### config.mk
export PLATFORM = sky130hd
export DESIGN_NAME = lcm_req_master
export DESIGN_NICKNAME = d
export VERILOG_FILES = /design/src/rtl/lcm_req_master.sv
export SDC_FILE = /design/constraint.sdc
export NUM_CORES = 1
export LEC_CHECK = 0
export ABC_AREA = 0
export BUFFER_PORTS_ARGS = -buffer_cell sky130_fd_sc_hd__buf_2
export CORE_ASPECT_RATIO = 0.7
export CORE_MARGIN = 3
export CORE_UTILIZATION = 55
export CTS_BUF_LIST = sky130_fd_sc_hd__clkbuf_8
export DETAILED_ROUTE_END_ITERATION = 16
export GPL_TIMING_DRIVEN = 0
export PLACE_DENSITY = 0.77
export SETUP_SLACK_MARGIN = 0.4
export SYNTH_ARGS = -nofsm -noshare
export SYNTH_HDL_FRONTEND = slang
export SYNTH_SLANG_ARGS = --single-unit
### constraint.sdc
create_clock -name clk -period 11.3 [get_ports clk]
set_input_delay 2.26 -clock clk [delete_from_list [all_inputs] [get_ports clk]]
set_output_delay 2.26 -clock clk [all_outputs]
set_load 0.005 [all_outputs]
### src/rtl/lcm_req_master.sv
// Requester for an lcm/gcd engine: issues one operand pair at a time, captures and self-checks the result.
// Nonzero pair: result valid the cycle after vld_out; zero operand: result valid the cycle after accept.
module lcm_req_master #(
  parameter int DATA_W  = 8,
  parameter int TIMEOUT = 64,
  parameter int CNT_W   = 16
) (
  input  logic                  clk,
  input  logic                  rst_n,
  input  logic [DATA_W-1:0]     op_a,
  input  logic [DATA_W-1:0]     op_b,
  input  logic                  op_valid,
  output logic                  op_ready,
  output logic [DATA_W-1:0]     A,
  output logic [DATA_W-1:0]     B,
  output logic                  vld_in,
  input  logic [2*DATA_W-1:0]   lcm_out,
  input  logic [DATA_W-1:0]     mcd_out,
  input  logic                  vld_out,
  output logic [2*DATA_W-1:0]   res_lcm,
  output logic [DATA_W-1:0]     res_mcd,
  output logic [DATA_W-1:0]     res_a,
  output logic [DATA_W-1:0]     res_b,
  output logic                  res_err,
  output logic                  res_timeout,
  output logic                  res_valid,
  input  logic                  res_ready,
  output logic [CNT_W-1:0]      err_cnt
);

  localparam int PW = 3 * DATA_W;
  localparam int TW = (TIMEOUT > 2) ? $clog2(TIMEOUT) : 1;
  localparam logic [TW-1:0] T_LAST = TW'(TIMEOUT - 1);

  typedef enum logic [1:0] {IDLE, ISSUE, WAIT, HOLD} state_t;

  state_t        state, state_nxt;
  logic [TW-1:0] tcnt;
  logic [PW-1:0] prod_res, prod_op;
  logic          chk_err;
  logic          zero_op;
  logic          accept;

  assign zero_op = (op_a == '0) || (op_b == '0);
  assign accept  = (state == IDLE) && op_valid;

  // Both products are widened to 3*DATA_W so the full lcm*gcd range compares exactly.
  assign prod_res = PW'(lcm_out) * PW'(mcd_out);
  assign prod_op  = PW'(A) * PW'(B);
  assign chk_err  = (prod_res != prod_op) || (mcd_out == '0);

  assign op_ready  = (state == IDLE);
  assign vld_in    = (state == ISSUE);
  assign res_valid = (state == HOLD);

  always_ff @(posedge clk or negedge rst_n) begin
    if (!rst_n) state <= IDLE;
    else        state <= state_nxt;
  end

  always_comb begin
    state_nxt = state;
    case (state)
      IDLE:  if (op_valid) state_nxt = zero_op ? HOLD : ISSUE;
      ISSUE: state_nxt = WAIT;
      WAIT:  if (vld_out || (tcnt == T_LAST)) state_nxt = HOLD;
      HOLD:  if (res_ready) state_nxt = IDLE;
      default: state_nxt = IDLE;
    endcase
  end

  always_ff @(posedge clk or negedge rst_n) begin
    if (!rst_n) begin
      A           <= '0;
      B           <= '0;
      tcnt        <= '0;
      res_lcm     <= '0;
      res_mcd     <= '0;
      res_a       <= '0;
      res_b       <= '0;
      res_err     <= 1'b0;
      res_timeout <= 1'b0;
    end else begin
      if (accept) begin
        A     <= op_a;
        B     <= op_b;
        res_a <= op_a;
        res_b <= op_b;
        // lcm(x,0)=0 and gcd(x,0)=x, so the engine is bypassed.
        if (zero_op) begin
          res_lcm     <= '0;
          res_mcd     <= op_a | op_b;
          res_err     <= 1'b0;
          res_timeout <= 1'b0;
        end
      end
      if (state == ISSUE) tcnt <= '0;
      if (state == WAIT) begin
        if (vld_out) begin
          res_lcm     <= lcm_out;
          res_mcd     <= mcd_out;
          res_err     <= chk_err;
          res_timeout <= 1'b0;
        end else if (tcnt == T_LAST) begin
          res_lcm     <= '0;
          res_mcd     <= '0;
          res_err     <= 1'b0;
          res_timeout <= 1'b1;
        end else begin
          tcnt <= tcnt + TW'(1);
        end
      end
    end
  end

  always_ff @(posedge clk or negedge rst_n) begin
    if (!rst_n) begin
      err_cnt <= '0;
    end else if ((state == HOLD) && res_ready && (res_err || res_timeout) && (err_cnt != '1)) begin
      err_cnt <= err_cnt + CNT_W'(1);
    end
  end

endmodule

; ---- Word-level counts from Yosys, hierarchy flattened
; Cells that the tools add are included.
[classes]
add_sub_neg = 2
mul = 2
n_eq_ne = 9
muxes = 29
bitwise = 1
reduce_logical = 13
[op_table]
columns = op, n
row1 = $mux W16, 5
row2 = $mux W8, 5
row3 = $logic_not A8 Y1, 3
row4 = $mul A16 B8 Y24, 1
row5 = $mux W6, 4
row6 = $ne A24 B16 Y1, 1
row7 = $add A16 B1 Y16 const B, 1
row8 = $mul A8 B8 Y16, 1
row9 = $ne A16 B16 Y1 const B, 1
row10 = $mux W1, 10
row11 = $mux W2, 4
row12 = $or A8 B8 Y8, 1
row13 = $pmux W2 S4, 1
row14 = $add A6 B1 Y6 const B, 1
row15 = $eq A6 B6 Y1 const B, 1
row16 = $eq A2 B2 Y1 const B, 2
row17 = $logic_and A1 B1 Y1, 4
row18 = $logic_or A1 B1 Y1, 4
row19 = $ne A2 B2 Y1 const B, 2
row20 = $reduce_and A3 Y1, 1
row21 = $eq A2 B1 Y1 const B, 1
row22 = $logic_not A2 Y1, 1
row23 = $ne A2 B1 Y1 const B, 1
[word_totals]
register_bits = 66
inputBits = 45
output_inout_bits = 77
wordCells = 65

; ---- Longest topological paths before layout
; Gate-level depths: netlist of the first run.
[logic_depth]
word_depth = 7
depth_mapped = 21

; ---- Worst setup path before layout of the first run
; No wires, ideal clock.
[synth_path]
path_type = input -> register
from = input mcd_out[2]
to = register res_err
arrival_ps = 6876
path_slack_ps = 4298
cell_stages = 18
cell_sequence = clkbuf_1 clkbuf_1 nand2_1 fa_1 fa_1 fa_1 fa_1 inv_1 ha_1 and3_1 a221o_2 o31a_4 a211oi_4 a21oi_2 a211oi_2 nand4_1 nor4_2 a21oi_1
[synth_between]
elab_chain_cells = 5
[synth_rtl]
columns = element, line_no
row1 = "start, declared", 18  ; input logic [DATA_W-1:0] mcd_out,
row2 = $mul A16 B8 Y24, 48  ; assign prod_res = PW'(lcm_out) * PW'(mcd_out);
row3 = $ne A24 B16 Y1, 50  ; assign chk_err = (prod_res != prod_op) || (mcd_out == '0);
row4 = $logic_or A1 B1 Y1 *, 50
row5 = $mux W1 *, 99  ; if (vld_out) begin
row6 = $mux W1 *, 98  ; if (state == WAIT) begin
row7 = "end signal, assigned", 102  ; res_err <= chk_err;
row8 = "end, declared", 24  ; output logic res_err,
; Mark *: on every way between the ends. The rest lies on a longest branch, timed or not.
; A chain may end at the register's enable or synchronous reset.

; ---- Worst setup path after layout of the first run
[layout_path]
from = input mcd_out[3]
to = register res_err
; Same word-level chain as after synthesis.

==> run metrics, run 1 <==
DRT Wirelength=24.3 mm; Worst Hold Class=flip-flop to flip-flop; Rows=39; clk_lat worst skew=360 ps; yosys warns=0; vias in the first global route=8060; nets=1431; final max-slew violation count=0; dpl hpwl=19.6 mm; top_reg_cell synth=dfrtp_1; largest net degree at the start of global routing=67; Period minus WS final=8050 ps; CTS Buffer Depth=2; max-cap viol count=0; # DRC=0; worst path buffer plus inverter count=3; Max-slew headroom=0.421; Top delay family on crit path=adder cells; ys async rst share=1.00; Worst-Margin Slew=868 ps; initial core utilization=0.572; Post-CTS Setup Inserts=0; Critical Path RT=11530 ps; die height=116 µm; GPL Wtd Cong=0.956; WL/cell=17.3 µm; grt ovf=0; CTS tree=done; WS Path Type=primary input to flip-flop; I/O pin cnt=122; Die W=163 µm; fillers=1430; Avg Cell Area, Syn=8.90 µm²; cts hold-fix bufs=0; Mapped Cells=1066; CP arrival=8280 ps; Yosys top cell area share=0.253; post-route ant nets=0; clock skew=9.90 ps; core area=16600 µm²; max frequency=0.124 GHz; Area contributors post-synth=fa_1 25%, dfrtp_1 17%, ha_1 11%; Post-synth EDFFs=0; share of layout cells above drive strength 1=0.145; Setup violations, final=0; crit-path cells=clkbuf_1 > clkbuf_1 > nand2_1 > fa_1 > fa_1 > fa_1 > fa_1 > inv_1 > ha_1 > a211oi_1 > o211ai_1 > o2111ai_1 > a21boi_0 > o21ai_0 > mux2i_1 > o311ai_0 > nor4_2 > a21oi_1; post_cts resized=0; All-Layer GR Usage=0.265; Area Overhead vs Synth=10.8%; slowest stage delay, CP=570 ps; antenna violations before repair=1; routed vias=7999; Final Hold Vio Count=0; total CTS buffers=9; CP max FO=10; Synth area leader=fa_1; period utilization=0.712; setup tns final=0 ps; PortBufs=103; unrepaired setup endpoints after global routing=no; H-tree levels=3; crit end category=flip-flop; root buffer selected by CTS=clkbuf_8; Non-Filler Instances=1410; ANT cells=0; register bit total from synthesis=66; Mapped Area=9490 µm²; Synth Net Count=1317; first-pass GRT wire length=39.9 mm; initial DRC count=686; slowest CP cell=fa_1; crit path launch type=primary input; Yosys cell types=62; DR pass1 iterations=7; Crit path top cell by count=fa_1; CTS sink cnt=66; CTS clk-pin slew, worst paths=80 ps; status=finished clean; placed cell count=1394; Vias/cell=5.67; die area=18900 µm²; sequential area share after synthesis=0.174
[cell families (layout without fill, tap and decap cells)]
kind of cell               count (synthesis)  after routing  synth area share
AOI/OAI and AO/OA                        143            143             0.110
DFF                                       66             66             0.174
buffers and inverters                    221            340            0.0941
xor gates and xnor gates                  52             52            0.0480
adders and majority gates                206            206             0.367
muxes                                     21             21            0.0245
and+or+nand+nor                          357            357             0.183
[Yosys cell counts, drive strengths merged (2+ instances only)]
library cell	n
nand4	6
inv	157
a31oi	5
a21oi	39
and2	85
a21o	8
a22o	18
ha	86
buf	19
o221ai	2
or2	2
nand3	14
a221oi	3
o41ai	8
o21a	3
and3	13
o21ai	23
and4	2
xor2	12
or3	3
dfrtp	66
fa	120
nand2b	4
o31ai	3
nand2	157
o2111ai	2
nor4	11
mux2i	3
a211oi	8
nor2b	2
mux2	18
o22ai	4
nor2	35
clkbuf	45
o211ai	5
xnor2	40
nor3	19
[through the flow]
stage                     setup slack [ps]  hold WS (ps)  cell area (µm²)   util
final                                 3250           494            10500  0.634
after global routing                  3160           521            10500  0.634
after floorplan                       4300           481             9490      -
after CTS                             3580           495            10500  0.634
after global placement                3260           472            10300  0.620
after detailed placement              3230           476            10300  0.620
[metal layers]
metal / global-route usage / part of all wire / vias up
met5: 0 / 0 / -
met2: 0.401 / 0.43 / 329
met1: 0.389 / 0.46 / 3971
li1: - / - / 3670
met4: 0.0513 / 0.013 / 0
met3: 0.0729 / 0.095 / 29
[layout by cell type, fill, tap and decap left out, drive strengths merged, types with 19 or more instances in the layout]
cell    Yosys  layout
ha         86      86
a21oi      39      39
fa        120     120
inv       157     158
dfrtp      66      66
buf        19     122
o21ai      23      23
nor3       19      19
clkbuf     45      55
and2       85      85
nand2     157     157
nor2       35      35
xnor2      40      40
[state kept, by name, summed over array words and instances, names as in the netlist]
| register | flops |
|---|---|
| err_cnt | 16 |
| res_a | 8 |
| res_b | 8 |
| res_err | 1 |
| res_lcm | 16 |
| res_mcd | 8 |
| res_timeout | 1 |
| state | 2 |
| tcnt | 6 |
[layout make-up]
| cell class | count | area, µm² | area share |
|---|---|---|---|
| Sequential cell | 66 | 1650 | 0.157 |
| Clock buffer | 10 | 138 | 0.0131 |
| Clock inverter | 6 | 88.8 | 0.00845 |
| Tap cell | 225 | 282 | 0.0268 |
| Buffer | 64 | 303 | 0.0288 |
| Multi-Input combinational cell | 779 | 6940 | 0.660 |
| Inverter | 157 | 589 | 0.0561 |
| Timing Repair Buffer | 103 | 518 | 0.0493 |
[worst register-to-register path, stage by stage, from the launching register on]
cell and delay [ps]:
dfrtp_1 390, clkbuf_1 420, nand2_1 160, fa_1 510, fa_1 570, fa_1 430, fa_1 490, inv_1 40
ha_1 320, and3_1 230, a2111oi_4 410, a21oi_2 140, a311oi_2 310, xnor2_1 170, xnor2_1 150, nand4_1 130
nor4_2 200, a21oi_1 110
[path summary, 6_finish.rpt]
path | cells after the start | slack [ps] | end | start
min reg2reg | 1 | 490 | err_cnt[10] | err_cnt[10]
min in group asynchronous | 1 | 1990 | res_b[3] | rst_n
max reg2reg | 17 | 5990 | res_err | res_a[4]
min | 1 | 490 | err_cnt[10] | err_cnt[10]
max | 18 | 3250 | res_err | mcd_out[3]
max in group asynchronous | 1 | 8710 | res_lcm[4] | rst_n
Power of run 1 is not shown: default switching activity piles up to over one toggle a cycle in this logic, so the estimate is an artifact.
==> run 2, diff against run 1 <==
- ABC_AREA: 0 -> 1
- clock period: 11.3 -> 7.8 ns (I/O delays scaled with it)
==> run 2 against run 1 <==
Worst hold slack improved by 1.2 ps. Clock-buffer cell count is 1 lower. Critical path depth increased by 3. Wire length up 5.4%. Critical path type unchanged. Die area rose by 7.3%. Register-to-register slack worse by 3100 ps.
==> run metrics, run 2 <==
status=finished clean (unchanged); period utilization=0.789; top_reg_cell synth=dfrtp_1 (unchanged); Top delay family on crit path=adder cells (unchanged); biggest regs=err_cnt (16), res_lcm (16) (unchanged); Synth Net Count=1680 (was 1317); Setup violations, final=0 (unchanged); R2R cell count=20 (was 17); Synth Area in Adders=0.341 (was 0.367); CTS tree=done (unchanged); slowest stage delay, CP=540 ps (was 570 ps); H-tree levels=3 (unchanged); Synth area leader=fa_1 (unchanged); sequential area share after synthesis=0.162 (was 0.174); Area Overhead vs Synth=9.50% (was 10.8%); worst path buffer plus inverter count=3 (unchanged); core area=18100 µm² (was 16600 µm²); ANT cells=0 (unchanged); FF/Latch Area=1650 µm² (unchanged); # DRC=0 (unchanged); max layer used=met4 (unchanged); DR pass1 iterations=7 (unchanged); Met1 Wirelength=11.9 mm (was 11.2 mm); crit path launch type=primary input (unchanged); PortBufs=97 (was 103); CP max FO=10 (unchanged); Critical Path RT=8050 ps (was 11530 ps); antenna violations before repair=0 (was 1); Worst-Margin Slew=832 ps (was 868 ps); Mapped Area=10200 µm² (was 9490 µm²); complex-gate fraction of the synthesized area=0.0605 (was 0.110); count leader, synth=nand2_1; total CTS buffers=9 (unchanged); dpl hpwl=21.2 mm (was 19.6 mm); Synth Area in XOR/XNOR=0.0223 (was 0.0480); post-place setup slack=1350 ps (was 3230 ps); Vias/cell=5.17 (was 5.67); initial core utilization=0.564 (was 0.572); CP arrival=6400 ps (was 8280 ps); met3 wire len=2.25 mm (was 2.30 mm); GPL Wtd Cong=0.967 (was 0.956); final max-slew violation count=0 (unchanged); All-Layer GR Usage=0.255 (was 0.265); Critical path origin=mcd_out[7] (was mcd_out[3]); Rows=41 (was 39); DRT Wirelength=25.7 mm (was 24.3 mm); DP Area=11000 µm² (was 10300 µm²); Post-synth EDFFs=0 (unchanged); routed vias=9201 (was 7999); cts hold-fix bufs=0 (unchanged); Mapped Cells=1429 (was 1066); R2R Setup Slk=2850 ps (was 5990 ps); setup tns final=0 ps (unchanged); WL met2=11.3 mm (was 10.5 mm); area occupied by multi-input gates=6920 µm² (was 6940 µm²); initial DRC count=837 (was 686); Max-slew headroom=0.445 (was 0.421); unrepaired setup endpoints after global routing=no (unchanged); die area=20300 µm² (was 18900 µm²); ys async rst share=1.00 (unchanged); CTS sink cnt=66 (unchanged); share of layout cells above drive strength 1=0.114 (was 0.145); crit end category=flip-flop (unchanged); I/O pin cnt=122 (unchanged); reg2reg start=res_b[4] (was res_a[4]); WL/cell=14.4 µm (was 17.3 µm); commonest non-fill, non-tap cells in the layout=430 x nand2_1, 339 x inv_1, 120 x fa_1 (was 157 x nand2_1, 157 x inv_1, 120 x fa_1); max frequency=0.163 GHz; synth cell count leaders=430 x nand2_1, 337 x inv_1, 120 x fa_1, 86 x ha_1, 78 x nor2_1 (was 157 x inv_1, 157 x nand2_1, 120 x fa_1, 86 x ha_1, 84 x and2_1); die height=120 µm (was 116 µm); Die W=169 µm (was 163 µm); post-route ant nets=0 (unchanged); clk_lat worst skew=360 ps (about the same); Final Hold Vio Count=0 (unchanged); CTS clk-pin slew, worst paths=80 ps (about the same); max-cap viol count=0 (unchanged); Crit path top cell by count=nand2_1 (was fa_1); commonest non-fill, non-tap cell in the layout=nand2_1; Area contributors post-synth=fa_1 24%, dfrtp_1 16%, nand2_1 16% (was fa_1 25%, dfrtp_1 17%, ha_1 11%); largest net degree at the start of global routing=67 (unchanged); setup ws final=1650 ps (was 3250 ps); WS Path Type=primary input to flip-flop (unchanged); vias in the first global route=8856 (was 8060); Avg Cell Area, Syn=7.14 µm² (was 8.90 µm²); Fin Hold WS=495 ps (was 494 ps); clock skew=17.3 ps (was 9.90 ps); Worst Hold Class=flip-flop to flip-flop (unchanged); post_cts resized=0 (unchanged); fillers=1674 (was 1430); Post-CTS Setup Inserts=0 (unchanged); CTS Buffer Depth=2 (unchanged); capturing point of the worst reg2reg path=res_err (unchanged); Period minus WS final=6150 ps; Post-Layout Inst Area=11200 µm² (was 10500 µm²); WP depth=21 (was 18); Yosys top cell area share=0.235 (was 0.253); first-pass GRT wire length=42.4 mm (was 39.9 mm); Yosys cell types=47 (was 62); register bit total from synthesis=66 (unchanged); root buffer selected by CTS=clkbuf_8 (unchanged); crit path capture=res_err (unchanged); nets=1788 (was 1431); multiplexer area fraction after synthesis=0.00208 (was 0.0245); crit-path cells=buf_2 > clkbuf_1 > nand2_1 > fa_1 > fa_1 > fa_1 > inv_1 > fa_1 > ha_1 > nand2_1 > nor2_1 > and3_1 > nand2_1 > nand3_1 > nand2_1 > nor2_1 > nand3_1 > nor2_1 > nand3_1 > nand2_1 > nand2_1 (was clkbuf_1 > clkbuf_1 > nand2_1 > fa_1 > fa_1 > fa_1 > fa_1 > inv_1 > ha_1 > a211oi_1 > o211ai_1 > o2111ai_1 > a21boi_0 > o21ai_0 > mux2i_1 > o311ai_0 > nor4_2 > a21oi_1); main combinational cell family by area after synthesis=adder cells (unchanged); slowest CP cell=fa_1 (unchanged); yosys warns=0 (unchanged); grt ovf=0 (unchanged); Post-Synth Simple-Gate Area=0.252 (was 0.183)
run 2: kinds of logic (layout without fill, tap and decap cells):
family                   Yosys count  in the layout
AO/OA/AOI/OAI                     98             98
XOR/XNOR                          26             26
adder cells (fa/ha/maj)          206            206
buffers and inverters            414            527
flip-flops                        66             66
multiplexers                       2              2
AND/OR/NAND/NOR                  617            617
run 2: how the worst min path moves through the flow:
stage / start / end / slack [ps] / cells past startpoint
after global placement: res_lcm[11] / res_lcm[11] / 480 / 1
after CTS: err_cnt[15] / err_cnt[15] / 500 / 1
after floorplan: err_cnt[8] / err_cnt[8] / 480 / 1
after detailed placement: res_lcm[0] / res_lcm[0] / 480 / 1
after global routing: res_lcm[6] / res_lcm[6] / 520 / 1
final: err_cnt[15] / err_cnt[15] / 500 / 1
run 2: cell type report:
| type | instances | area share |
|---|---|---|
| plain buffers | 71 | 0.0315 |
| repair buffers | 97 | 0.0437 |
| flip-flops and latches | 66 | 0.148 |
| inverters | 343 | 0.115 |
| clock buffers | 9 | 0.0111 |
| clock inverters | 7 | 0.00560 |
| multi-input cells | 949 | 0.619 |
| well taps | 236 | 0.0264 |
run 2: per-stage QoR:
step / cells / utilization
6_report: 1778 / 0.617
3_3_place_gp: 1762 / 0.607
5_1_grt: 1778 / 0.617
3_5_place_dp: 1762 / 0.607
4_1_cts: 1778 / 0.617
2_1_floorplan: 1429 / -
run 2: layer usage:
layer | up-vias | track usage
li1 | 4438 | -
met1 | 4393 | 0.380
met2 | 338 | 0.389
met3 | 32 | 0.0550
met4 | 0 | 0.0480
met5 | - | 0
Power of run 2 is left out for the same reason.
==> run 3, diff against run 2 <==
- ABC_AREA: 1 -> 0
- clock period: 7.8 -> 6.1 ns (I/O delays scaled with it)
==> run 3 against run 2 <==
Sequential share of layout area grew 0.65 points. Clock-buffer cell count rose by 1. Global-route usage increased by 1.7 points. Clock skew decreased by 5.8 ps. Utilization is 2.8 points higher. Wire length shrank 3.9%. Highest routed layer is now met5. First-iteration DRC count down 20%.
==> run metrics, run 3 (synthesis gave the netlist of run 1 again) <==
Period minus WS final=5820 ps; period utilization=0.954; commonest non-fill, non-tap cell in the layout=inv_1 (was nand2_1); Critical Path RT=6350 ps (was 8050 ps); vias in the first global route=8100 (was 8856); antenna violations before repair=1 (was 0); biggest regs=err_cnt (16), res_lcm (16) (unchanged); CTS sink cnt=66 (unchanged); max-cap viol count=0 (unchanged); Setup violations, final=0 (unchanged); Vias/cell=5.66 (was 5.17); commonest non-fill, non-tap cells in the layout=158 x inv_1, 157 x nand2_1, 120 x fa_1 (was 430 x nand2_1, 339 x inv_1, 120 x fa_1); setup tns final=0 ps (unchanged); die height=116 µm (was 120 µm); Area Overhead vs Synth=12.9% (was 9.50%); Rows=39 (was 41); crit end category=flip-flop (unchanged); dpl hpwl=19.5 mm (was 21.2 mm); max frequency=0.172 GHz; routed vias=7992 (was 9201); R2R Setup Slk=730 ps (was 2850 ps); core area=16600 µm² (was 18100 µm²); share of layout cells above drive strength 1=0.172 (was 0.114); die area=18900 µm² (was 20300 µm²); total CTS buffers=9 (unchanged); CP max FO=10 (unchanged); DR pass1 iterations=5 (was 7); root buffer selected by CTS=clkbuf_8 (unchanged); CTS Buffer Depth=2 (unchanged); Critical path origin=mcd_out[2] (was mcd_out[7]); Fin Hold WS=498 ps (was 495 ps); Worst Hold Class=flip-flop to flip-flop (unchanged); largest net degree at the start of global routing=67 (unchanged); I/O pin cnt=122 (unchanged); WL/cell=17.5 µm (was 14.4 µm); crit path capture=res_err (unchanged); clk_lat worst skew=370 ps (was 360 ps); initial DRC count=667 (was 837); Worst-Margin Slew=851 ps (was 832 ps); final max-slew violation count=0 (unchanged); WS Path Type=primary input to flip-flop (unchanged); CTS tree=done (unchanged); reg2reg start=res_a[5] (was res_b[4]); Final Hold Vio Count=0 (unchanged); nets=1431 (was 1788); All-Layer GR Usage=0.273 (was 0.255); DRT Wirelength=24.7 mm (was 25.7 mm); GPL Wtd Cong=0.971 (was 0.967); initial core utilization=0.572 (was 0.564); PortBufs=103 (was 97); Die W=163 µm (was 169 µm); capturing point of the worst reg2reg path=res_err (unchanged); Max-slew headroom=0.432 (was 0.445); clock skew=11.5 ps (was 17.3 ps); first-pass GRT wire length=40.9 mm (was 42.4 mm); fillers=1418 (was 1674); cts hold-fix bufs=0 (unchanged); CP arrival=6070 ps (was 6400 ps); R2R cell count=17 (was 20); H-tree levels=3 (unchanged); CTS clk-pin slew, worst paths=80 ps (about the same); status=finished clean (unchanged); # DRC=0 (unchanged); grt ovf=0 (unchanged); unrepaired setup endpoints after global routing=yes (was no); post-route ant nets=0 (unchanged); crit path launch type=primary input (unchanged)
==> run 3: area by class of cell <==
class                      count  area, µm²  area share
multi-input combinational    779       7010       0.654
sequential                    66       1650       0.154
inverter                     157        589      0.0550
timing repair buffer         103        518      0.0484
buffer                        64        432      0.0403
tap                          225        282      0.0263
clock buffer                  10        138      0.0129
clock inverter                 6       88.8     0.00830
antenna                        1       2.50    0.000234
==> run 3: critical path, cell delays in order <==
cell and delay (ps):
clkbuf_8 160, clkbuf_8 190, nand2_1 90, fa_1 510
fa_1 570, fa_1 430, fa_1 480, inv_1 40
ha_1 380, a211oi_2 290, o211ai_1 180, o2111ai_2 240
a21boi_0 190, o21ai_1 200, mux2i_1 290, o311ai_0 210
nor4_2 290, a21oi_1 110
==> run 3: per-stage QoR <==
step | instance area [µm²] | cells | utilization | setup WS (ps)
floorplan | 9560 | 1066 | - | 434
detailed placement | 10400 | 1394 | 0.624 | -455
finish | 10700 | 1411 | 0.645 | 280
global placement | 10400 | 1394 | 0.624 | -411
global route | 10700 | 1411 | 0.645 | 184
CTS | 10700 | 1410 | 0.643 | 361
==> run 3: layer usage <==
metal | vias up | wire length [µm] | part of all wire | global-route usage
met5 | - | 13 | 0.00053 | 0
met4 | 2 | 374 | 0.015 | 0.0580
met3 | 43 | 2260 | 0.092 | 0.0593
met2 | 311 | 10600 | 0.43 | 0.410
met1 | 3966 | 11400 | 0.46 | 0.408
li1 | 3670 | - | - | -
==> run 3: repair_timing <==
item                                   in CTS  in global routing
gates resized for setup                    27                 15
buffers inserted                            0                  0
setup endpoints to repair                   1                  1
pin swaps                                   2                  1
endpoints found under the hold margin       0                  0
==> run 3: worst min path at each step <==
stage                     start           to  slack, ps  cells after the start
detailed placement  res_lcm[11]  res_lcm[11]        480                      1
finish               err_cnt[8]   err_cnt[8]        500                      1
global route         err_cnt[8]   err_cnt[8]        520                      1
global placement    res_lcm[14]  res_lcm[14]        480                      1
CTS                  err_cnt[8]   err_cnt[8]        500                      1
floorplan           err_cnt[10]  err_cnt[10]        480                      1
Power of run 3 is left out for the same reason.
